File: config.mk
export PLATFORM = sky130hd
export DESIGN_NAME = dmem_arbiter
export DESIGN_NICKNAME = d
export VERILOG_FILES = /design/src/rtl/dmem_arbiter_pkg.sv /design/src/rtl/dmem_arbiter_addr_gen.sv /design/src/rtl/dmem_arbiter.sv
export SDC_FILE = /design/constraint.sdc
export NUM_CORES = 1
export LEC_CHECK = 0
export ABC_AREA = 1
export CORE_MARGIN = 1.5
export CORE_UTILIZATION = 37
export DETAILED_ROUTE_END_ITERATION = 8
export PLACE_DENSITY = 0.87
export SYNTH_ARGS = -nofsm -noshare
export SYNTH_HDL_FRONTEND = slang
export SYNTH_HIERARCHICAL = 1
export SYNTH_SLANG_ARGS = --single-unit
File: constraint.sdc
create_clock -name clk -period 2.65 [get_ports clk]
set_clock_uncertainty 0.15 [all_clocks]
set_input_delay 0.53 -clock clk [delete_from_list [all_inputs] [get_ports clk]]
set_output_delay 0.53 -clock clk [all_outputs]
set_load 0.02 [all_outputs]
File: src/rtl/dmem_arbiter_pkg.sv
// Shared types and defaults for the data-memory arbiter and its burst address generator.
// The state enum, requester IDs and the loader length clamp live here.
package dmem_arbiter_pkg;

  localparam int ADDR_W_DEF    = 7;
  localparam int DATA_W_DEF    = 32;
  localparam int BURST_MAX_DEF = 8;

  localparam logic REQ_CORE = 1'b0;
  localparam logic REQ_LDR  = 1'b1;

  typedef enum logic [2:0] {
    IDLE,
    CORE_ISS,
    CORE_RSP,
    LDR_RUN,
    LDR_TAIL
  } state_t;

  // Zero-length bursts still move one word; oversize bursts are cut to the maximum.
  function automatic logic [3:0] clamp_len(input logic [3:0] len, input int burst_max);
    if (len == 4'd0) return 4'd1;
    if (int'(len) > burst_max) return 4'(burst_max);
    return len;
  endfunction

endpackage

File: src/rtl/dmem_arbiter_addr_gen.sv
// Burst address generator: word address register with modulo wrap, clamped beat counter
// and last / next-to-last beat flags. Also reused as the single-beat core address register.
module burst_addr_gen
  import dmem_arbiter_pkg::*;
#(
  parameter int ADDR_W    = ADDR_W_DEF,
  parameter int BURST_MAX = BURST_MAX_DEF
) (
  input  logic              clk,
  input  logic              rst,
  input  logic              load,
  input  logic              step,
  input  logic [ADDR_W-1:0] start_addr,
  input  logic [3:0]        len,
  output logic [ADDR_W-1:0] addr,
  output logic              last,
  output logic              next_last
);

  logic [3:0] cnt;

  always_ff @(posedge clk) begin
    if (!rst) begin
      addr <= '0;
      cnt  <= '0;
    end else if (load) begin
      addr <= start_addr;
      cnt  <= clamp_len(len, BURST_MAX);
    end else if (step) begin
      // Natural overflow of the ADDR_W-bit register gives the 127 -> 0 wrap.
      addr <= addr + ADDR_W'(1);
      cnt  <= cnt - 4'd1;
    end
  end

  assign last      = (cnt == 4'd1);
  assign next_last = (cnt == 4'd2);

endmodule

File: src/rtl/dmem_arbiter.sv
// Round-robin arbiter/sequencer sharing one data-memory port between core load/store
// and a multi-beat burst loader; grants are locked until the access or burst completes.
module dmem_arbiter
  import dmem_arbiter_pkg::*;
#(
  parameter int ADDR_W    = ADDR_W_DEF,
  parameter int DATA_W    = DATA_W_DEF,
  parameter int BURST_MAX = BURST_MAX_DEF
) (
  input  logic              clk,
  input  logic              rst,
  input  logic              core_req,
  input  logic              core_we,
  input  logic [31:0]       core_addr,
  input  logic [DATA_W-1:0] core_wdata,
  output logic [DATA_W-1:0] core_rdata,
  output logic              core_ack,
  output logic              core_stall,
  input  logic              ldr_req,
  input  logic              ldr_we,
  input  logic [ADDR_W-1:0] ldr_addr,
  input  logic [3:0]        ldr_len,
  input  logic [DATA_W-1:0] ldr_wdata,
  output logic [DATA_W-1:0] ldr_rdata,
  output logic              ldr_valid,
  output logic              ldr_done,
  output logic              mem_en,
  output logic              mem_we,
  output logic [ADDR_W-1:0] mem_addr,
  output logic [DATA_W-1:0] mem_wdata,
  input  logic [DATA_W-1:0] mem_rdata
);

  state_t            state, state_n;
  logic              last_grant, last_grant_n;
  logic              op_we, op_we_n;
  logic [DATA_W-1:0] wdata_q, wdata_n;
  logic              ack_n, valid_n, done_n;
  logic              core_win;

  logic              ag_load, ag_step;
  logic [ADDR_W-1:0] ag_start, ag_addr;
  logic [3:0]        ag_len;
  logic              ag_last, ag_next_last;

  logic              unused_addr_bits;
  assign unused_addr_bits = ^{core_addr[31:ADDR_W+2], core_addr[1:0]};

  // Core wins a tie only when the loader had the previous grant.
  assign core_win = core_req & (~ldr_req | (last_grant == REQ_LDR));

  burst_addr_gen #(
    .ADDR_W    (ADDR_W),
    .BURST_MAX (BURST_MAX)
  ) u_addr_gen (
    .clk        (clk),
    .rst        (rst),
    .load       (ag_load),
    .step       (ag_step),
    .start_addr (ag_start),
    .len        (ag_len),
    .addr       (ag_addr),
    .last       (ag_last),
    .next_last  (ag_next_last)
  );

  always_comb begin
    state_n      = state;
    last_grant_n = last_grant;
    op_we_n      = op_we;
    wdata_n      = wdata_q;
    ack_n        = 1'b0;
    valid_n      = 1'b0;
    done_n       = 1'b0;
    ag_load      = 1'b0;
    ag_step      = 1'b0;
    ag_start     = core_addr[ADDR_W+1:2];
    ag_len       = 4'd1;

    case (state)
      IDLE: begin
        if (core_win) begin
          state_n      = CORE_ISS;
          last_grant_n = REQ_CORE;
          op_we_n      = core_we;
          wdata_n      = core_wdata;
          ag_load      = 1'b1;
        end else if (ldr_req) begin
          state_n      = LDR_RUN;
          last_grant_n = REQ_LDR;
          op_we_n      = ldr_we;
          ag_load      = 1'b1;
          ag_start     = ldr_addr;
          ag_len       = ldr_len;
          // A write beat is consumed in its issue cycle, so the first strobe lines up with beat 0.
          valid_n      = ldr_we;
          done_n       = ldr_we & (clamp_len(ldr_len, BURST_MAX) == 4'd1);
        end
      end
      CORE_ISS: begin
        state_n = CORE_RSP;
        ack_n   = 1'b1;
      end
      CORE_RSP: state_n = IDLE;
      LDR_RUN: begin
        ag_step = 1'b1;
        valid_n = ~op_we | ~ag_last;
        done_n  = op_we ? ag_next_last : ag_last;
        if (ag_last) state_n = op_we ? IDLE : LDR_TAIL;
      end
      LDR_TAIL: state_n = IDLE;
      default:  state_n = IDLE;
    endcase
  end

  always_ff @(posedge clk) begin
    if (!rst) begin
      state      <= IDLE;
      last_grant <= REQ_LDR;
      op_we      <= 1'b0;
      wdata_q    <= '0;
      core_ack   <= 1'b0;
      ldr_valid  <= 1'b0;
      ldr_done   <= 1'b0;
    end else begin
      state      <= state_n;
      last_grant <= last_grant_n;
      op_we      <= op_we_n;
      wdata_q    <= wdata_n;
      core_ack   <= ack_n;
      ldr_valid  <= valid_n;
      ldr_done   <= done_n;
    end
  end

  assign core_stall = core_req & ~core_ack;
  // Memory read data is already registered; it is only steered to whichever requester owns the response.
  assign core_rdata = (core_ack & ~op_we) ? mem_rdata : '0;
  assign ldr_rdata  = (ldr_valid & ~op_we) ? mem_rdata : '0;

  assign mem_en    = (state == CORE_ISS) | (state == LDR_RUN);
  assign mem_we    = mem_en & op_we;
  assign mem_addr  = ag_addr;
  assign mem_wdata = ((state == CORE_ISS) && op_we) ? wdata_q :
                     ((state == LDR_RUN) && op_we)  ? ldr_wdata : '0;

endmodule

==> flow_metrics.py, run 1 <==
metrics = {
    "clock_tree": {
        "cts_tree": "built",
        "path_clk_slew_ps": 100,
        "cts_made_buffers": 5,
        "cts_root_buf": "clkbuf_8",
        "clkSinkCount": 51,
        "h-tree-depth": 2,
        "post-cts-setup-buffers": 0,
        "clockBufferDepth": 2,
        "clkLatencyLatePin_ps": 300,
    },
    "job": {
        "drv_cap": 0,
    },
    "synthesis": {
        "synth_simple_gate_area_share_pct": 33.08,
        "synth_compound_area_share_pct": 17.72,
        "synth_top_family_by_area": "simple AND/OR/NAND/NOR gates",
        "synthXorXnorAreaFrac_pct": 0.5222,
        "synth_area_leader_cell": "dfxtp_1",
        "synth_common_cells": "129 x nor2_1, 97 x inv_1, 70 x o21ai_0",
        "synth_seq_cells": 51,
        "synthAdderAreaFrac_pct": 1.492,
        "synthArstFlopShare_pct": 0,
        "synth_area_leaders": "dfxtp_1 30%, nor2_1 14%, inv_1 11%, o21ai_0 10%, nand3_1 6.3%",
        "syn_area_um2": 3354,
        "yosysWarningCount": 6,
        "syn_area_per_cell_um2": 6.247,
        "syn_nets": 686,
        "synth-seq-area-share_pct": 30.44,
        "synth_top_flop_cell": "dfxtp_1",
        "synth_edf_count": 0,
        "synth_top_area_share_pct": 30.44,
        "synthMuxAreaShare_pct": 0,
        "yosysMostFrequentCell": "nor2_1",
        "syn_inst": 537,
        "ys_types": 30,
    },
    "finish": {
        "syn_to_final_growth_pct": 70.79,
        "drive_above_1_share_pct": 8.079,
        "fillers": 786,
        "n_antenna_cell": 0,
        "fin_nets": 903,
    },
    "routing": {
        "drtIter0Drc": 223,
        "drt-wirelength-per-cell_um": 12.70,
        "drcViolationCount": 0,
        "ant_nets": 0,
        "vias": 4150,
        "routed_via_density": 4.809,
        "drt-total-wl_um": 10960,
        "firstDrtPassIters": 5,
    },
    "sta": {
        "min_period_over_period_pct": 95.06,
        "setup_viol": 0,
        "tightestPinTransition_ps": 476.1,
        "hold_violations": 0,
        "rsz0062_at_grt": "false",
        "final_max_slew_viol_count": 0,
        "fin_crit_ps": 2519,
        "fmax_mhz": 397.0,
        "setup_tns_ps": 0,
        "max_slew_margin_pct": 68.26,
    },
    "grt": {
        "antenna_found_initial": 0,
        "grt_pass1_vias": 4058,
        "overflow": 0,
        "grt_max_degree": 44,
        "track_usage_pct": 22.12,
        "grt_pass1_wl_um": 18040,
    },
    "worst_setup_path": {
        "cp.required_ps": 1970,
        "worst_r2r_endpoint": "u_addr_gen/cnt[0]",
        "critical_path.cell_chain": "inv_2, nand2_1, buf_4, nor2_1, clkdlybuf4s50_1",
        "path_depth": 5,
        "setup.worst_path.end": "ldr_rdata[29]",
        "critPathMaxFanout": 32,
        "start_kind": "register",
        "worstPathArrival_ps": 1840,
        "crit_slowest_cell": "clkdlybuf4s50_1",
        "r2r_cells": 9,
        "crit_buf_inv": 3,
        "reg2reg_setup_slack_ps": 670,
        "critPathKind": "reg -> out",
        "r2r_start": "state[2]",
        "crit_path_start": "op_we",
        "cp-end-kind": "output port",
        "cp_top_family": "buffers and inverters",
        "cp_slowest_stage_delay_ps": 620,
    },
    "min_path": {
        "hold_class": "reg -> reg",
    },
    "floorplan": {
        "num_rows": 34,
        "dieHeight_um": 98.22,
        "die_w_um": 98.22,
        "core_um2": 8763,
        "ios": 254,
        "dieArea_um2": 9646,
        "start_util_pct": 38.28,
    },
    "power_and_ir_drop": {
        "power_density_nw_per_um2": 411.0,
        "power.total_uw": 2355,
        "vdd_drop_max_uv": 252.2,
        "leakage_uw": 0.002614,
    },
    "outcome": {
        "status": "finished clean",
    },
    "placement": {
        "dpl.hpwl_um": 8666,
        "gp_congestion": 0.9021,
        "io_buffers": 228,
    },
}
[worst register-to-register path: stages (launching register included)]
cell and delay, ps:
dfxtp_1 500, nor2_4 90, nand2_4 110, inv_1 90, nand2_1 140, inv_1 160, nor2_4 310, inv_1 100
o21ai_0 160, a21oi_1 60
[where the power goes]
group          switching (µW)  total [µW]  internal, µW  leakage, µW
registers                75.4         944           869     0.000421
logic                     517         949           432      0.00215
clock network             272         462           190    0.0000418
[routing by layer]
layer | part of all wire [%] | global-route usage (%) | vias to the layer above
met4 | 1.8 | 6.392 | 0
met3 | 7.0 | 3.579 | 14
met2 | 53 | 44.19 | 190
li1 | - | - | 2087
met1 | 38 | 23.51 | 1859
met5 | 0 | 0 | -
[cells in the final DEF, fill, tap and decap left out, drive strengths merged]
cell type      count
nand2             43
inv              100
dfxtp             51
nor4               1
buf               10
clkbuf             6
nor2             155
ha                 4
nor3               3
clkdlybuf4s50    195
dlygate4sd2       32
o21bai             1
o21ai             85
clkinvlp           1
a22oi              4
xnor2              1
xor2               1
o211ai             1
a21oi             16
nand3             43
or2                1
dlymetal6s2s       1
[registers in the layout, indices dropped and copies added (netlist names)]
register and count:
u_addr_gen/cnt 4, ldr_valid 1, last_grant 1, ldr_done 1, state 3, op_we 1
core_ack 1, u_addr_gen/addr 7, wdata_q 32
[how the worst min path moves through the flow]
stage	start	to	slack [ps]	cells past startpoint
3_3_place_gp	last_grant	last_grant	310	2
5_1_grt	last_grant	last_grant	380	2
3_5_place_dp	last_grant	last_grant	320	2
2_1_floorplan	last_grant	last_grant	300	2
4_1_cts	last_grant	last_grant	340	2
6_report	last_grant	last_grant	340	2
[metrics by stage]
| step | hold WS (ps) | std cells | instance area, µm² | setup slack, ps | utilization [%] |
|---|---|---|---|---|---|
| 3_5_place_dp | 316.7 | 855 | 5674 | 92.41 | 64.75 |
| 3_3_place_gp | 308.4 | 855 | 5674 | 154.3 | 64.75 |
| 4_1_cts | 340.1 | 863 | 5723 | 9.785 | 65.31 |
| 6_report | 337.7 | 863 | 5729 | 130.9 | 65.38 |
| 5_1_grt | 379.2 | 863 | 5729 | 6.649 | 65.38 |
| 2_1_floorplan | 297.5 | 537 | 3354 | 647.7 | - |
[kinds of logic (layout without fill, tap and decap cells)]
| kind of cell | Yosys count | count (layout) |
|---|---|---|
| buffers and inverters | 127 | 345 |
| AO/OA/AOI/OAI | 107 | 107 |
| AND/OR/NAND/NOR | 246 | 246 |
| flip-flops | 51 | 51 |
| adder cells (fa/ha/maj) | 4 | 4 |
| XOR/XNOR | 2 | 2 |
[repair_timing]
| action | CTS | global route |
|---|---|---|
| hold buffers | 0 | 0 |
| setup endpoints to repair | 32 | 64 |
| gates resized for setup | 32 | 3 |
[layout make-up]
type	instances	area [µm²]	area share, %
multi-input combinational	359	1772	30.92
clock inverter	2	16.27	0.2839
clock buffer	6	72.57	1.267
inverter	99	376.6	6.573
tap	108	135.1	2.359
sequential	51	1021	17.82
timing repair buffer	238	2336	40.77
No activity file was read; power rests on OpenSTA's default activity.
==> inputs of run 2 (changes only) <==
TNS_END_PERCENT = 1   (was not set)
==> results of run 2 <==
Final layout, timing and power as in run 1 (identical DEF).
==> inputs of run 3 (changes only) <==
GPL_TIMING_DRIVEN = 1   (was not set)
SKIP_LAST_GASP = 1   (was not set)
==> flow_metrics.py, run 3 (synthesized netlist as in run 1, its figures left out) <==
metrics = {
    "worst_setup_path": {
        "worst_r2r_endpoint": "u_addr_gen/cnt[0]",
        "cp.required_ps": 1970,
        "reg2reg_setup_slack_ps": 650,
        "r2r_start": "state[2]",
        "critPathKind": "reg -> out",
        "critical_path.cell_chain": "nor2_4, nand3_1, buf_4, o21ai_0, clkdlybuf4s50_1",
        "cp_slowest_stage_delay_ps": 640,
        "crit_buf_inv": 2,
        "r2r_cells": 9,
        "cp_top_family": "buffers and inverters",
        "critPathMaxFanout": 32,
        "crit_slowest_cell": "clkdlybuf4s50_1",
        "cp-end-kind": "output port",
        "worstPathArrival_ps": 2080,
        "start_kind": "register",
    },
    "routing": {
        "drt-total-wl_um": 11120,
        "routed_via_density": 4.829,
        "drcViolationCount": 0,
        "drtIter0Drc": 232,
        "vias": 4167,
        "firstDrtPassIters": 5,
        "drt-wirelength-per-cell_um": 12.88,
        "ant_nets": 0,
    },
    "finish": {
        "n_antenna_cell": 0,
        "fin_cells": 863,
        "largest_register": "wdata_q",
        "design_area_um2": 5764,
        "drive_above_1_share_pct": 7.947,
        "fin_nets": 903,
        "final_cell_mix": "226 x clkdlybuf4s50_1, 129 x nor2_1, 97 x inv_1",
        "layout_commonest_cell": "clkdlybuf4s50_1",
        "syn_to_final_growth_pct": 71.84,
        "largest_register_ffs": 32,
        "reg.largest.list": "wdata_q: 32 flops, u_addr_gen/addr: 7 flops, u_addr_gen/cnt: 4 flops",
        "final_util_pct": 65.78,
    },
    "outcome": {
        "status": "finished with violations",
        "violations": "negative setup slack",
    },
    "sta": {
        "final_max_slew_viol_count": 0,
        "setup_viol": 30,
        "min_period_over_period_pct": 104.3,
        "holdWs_ps": 336.3,
        "rsz0062_at_grt": "true",
        "tightestPinTransition_ps": 476.8,
        "hold_violations": 0,
        "fmax_mhz": 361.8,
        "max_slew_margin_pct": 68.22,
        "setup_ws_ps": -113.8,
        "fin_crit_ps": 2764,
    },
    "placement": {
        "dpl.hpwl_um": 8666,
        "io_buffers": 228,
        "pre_cts_slack_ps": 92.41,
        "gp_congestion": 0.9021,
        "placedCellCount": 855,
        "placed_cell_area_um2": 5674,
    },
    "grt": {
        "grt_pass1_vias": 4010,
        "grt_max_degree": 44,
        "antenna_found_initial": 0,
        "grt_pass1_wl_um": 17970,
        "overflow": 0,
        "track_usage_pct": 22.06,
    },
    "floorplan": {
        "dieHeight_um": 98.22,
        "ios": 254,
        "dieArea_um2": 9646,
        "die_w_um": 98.22,
        "start_util_pct": 38.28,
        "num_rows": 34,
        "core_um2": 8763,
    },
    "min_path": {
        "hold_class": "reg -> reg",
        "hold_path_startpoint": "last_grant",
        "holdPathEnd": "last_grant",
        "whs_path_depth": 2,
    },
    "clock_tree": {
        "clkSinkCount": 51,
        "path_clk_slew_ps": 100,
        "cts_root_buf": "clkbuf_8",
        "clkLatencyLatePin_ps": 300,
        "cts_made_buffers": 5,
        "post-cts-setup-buffers": 0,
        "h-tree-depth": 2,
        "cts_tree": "built",
        "clockBufferDepth": 2,
    },
    "power_and_ir_drop": {
        "vdd_drop_max_uv": 251.1,
        "leakage_uw": 0.002465,
        "power_density_nw_per_um2": 409.8,
    },
    "job": {
        "drv_cap": 0,
    },
}
run 3: cell count changes in the layout (fill, tap and decap cells not counted):
cell,previous run,this run
buf_4,8,9
inv_2,1,0
dlygate4sd2_1,32,1
inv_1,96,97
buf_6,1,0
clkdlybuf4s50_1,195,226
run 3: final cells by class:
| type | count | area [µm²] |
|---|---|---|
| clock inverters | 2 | 16.27 |
| repair buffers | 238 | 2371 |
| inverters | 99 | 376.6 |
| fillers | 767 | 2999 |
| well taps | 108 | 135.1 |
| clock buffers | 6 | 72.57 |
| flip-flops and latches | 51 | 1021 |
| multi-input cells | 359 | 1772 |
run 3: worst max-delay path by stage:
stage          startpoint                end  slack (ps)  cells past startpoint
2_1_floorplan    state[2]      mem_wdata[10]         650                      4
3_3_place_gp      ldr_req  u_addr_gen/cnt[0]         150                     10
3_5_place_dp      ldr_req  u_addr_gen/cnt[1]          90                     10
4_1_cts          state[2]      mem_wdata[19]        -140                      5
5_1_grt          state[2]      mem_wdata[25]        -250                      5
6_report         state[2]      mem_wdata[19]        -110                      5
run 3: repair_timing:
item | 4_1_cts | 5_1_grt
gates cloned | 0 | 0
gates resized for setup | 1 | 1
hold buffers | 0 | 0
endpoints found under the setup margin | 32 | 95
run 3: metal layers:
layer,part of all wire (%),GRT usage (%)
met4,1.7,5.634
met5,0,0
met2,53,44.03
met1,39,23.68
met3,7.0,3.722
run 3: stage by stage:
step | power [µW] | TNS [ps]
after floorplan | 1508 | 0
after global placement | 1879 | 0
after detailed placement | 1913 | 0
after CTS | 2372 | -2523
after global routing | 2501 | -10130
final | 2362 | -1903
run 3: report_power, final:
part / leakage, µW / internal [µW] / total [µW] / switching [µW]
Combinational: 0.00200 / 439 / 959 / 519
Clock: 0.0000418 / 190 / 460 / 269
Sequential: 0.000421 / 869 / 944 / 75.4
Total: 0.00246 / 1500 / 2360 / 864
run 3: worst min-delay path, stage by stage (launching register included):
cell,delay (ps)
dfxtp_1,360
o21ai_2,60
nand2_1,40
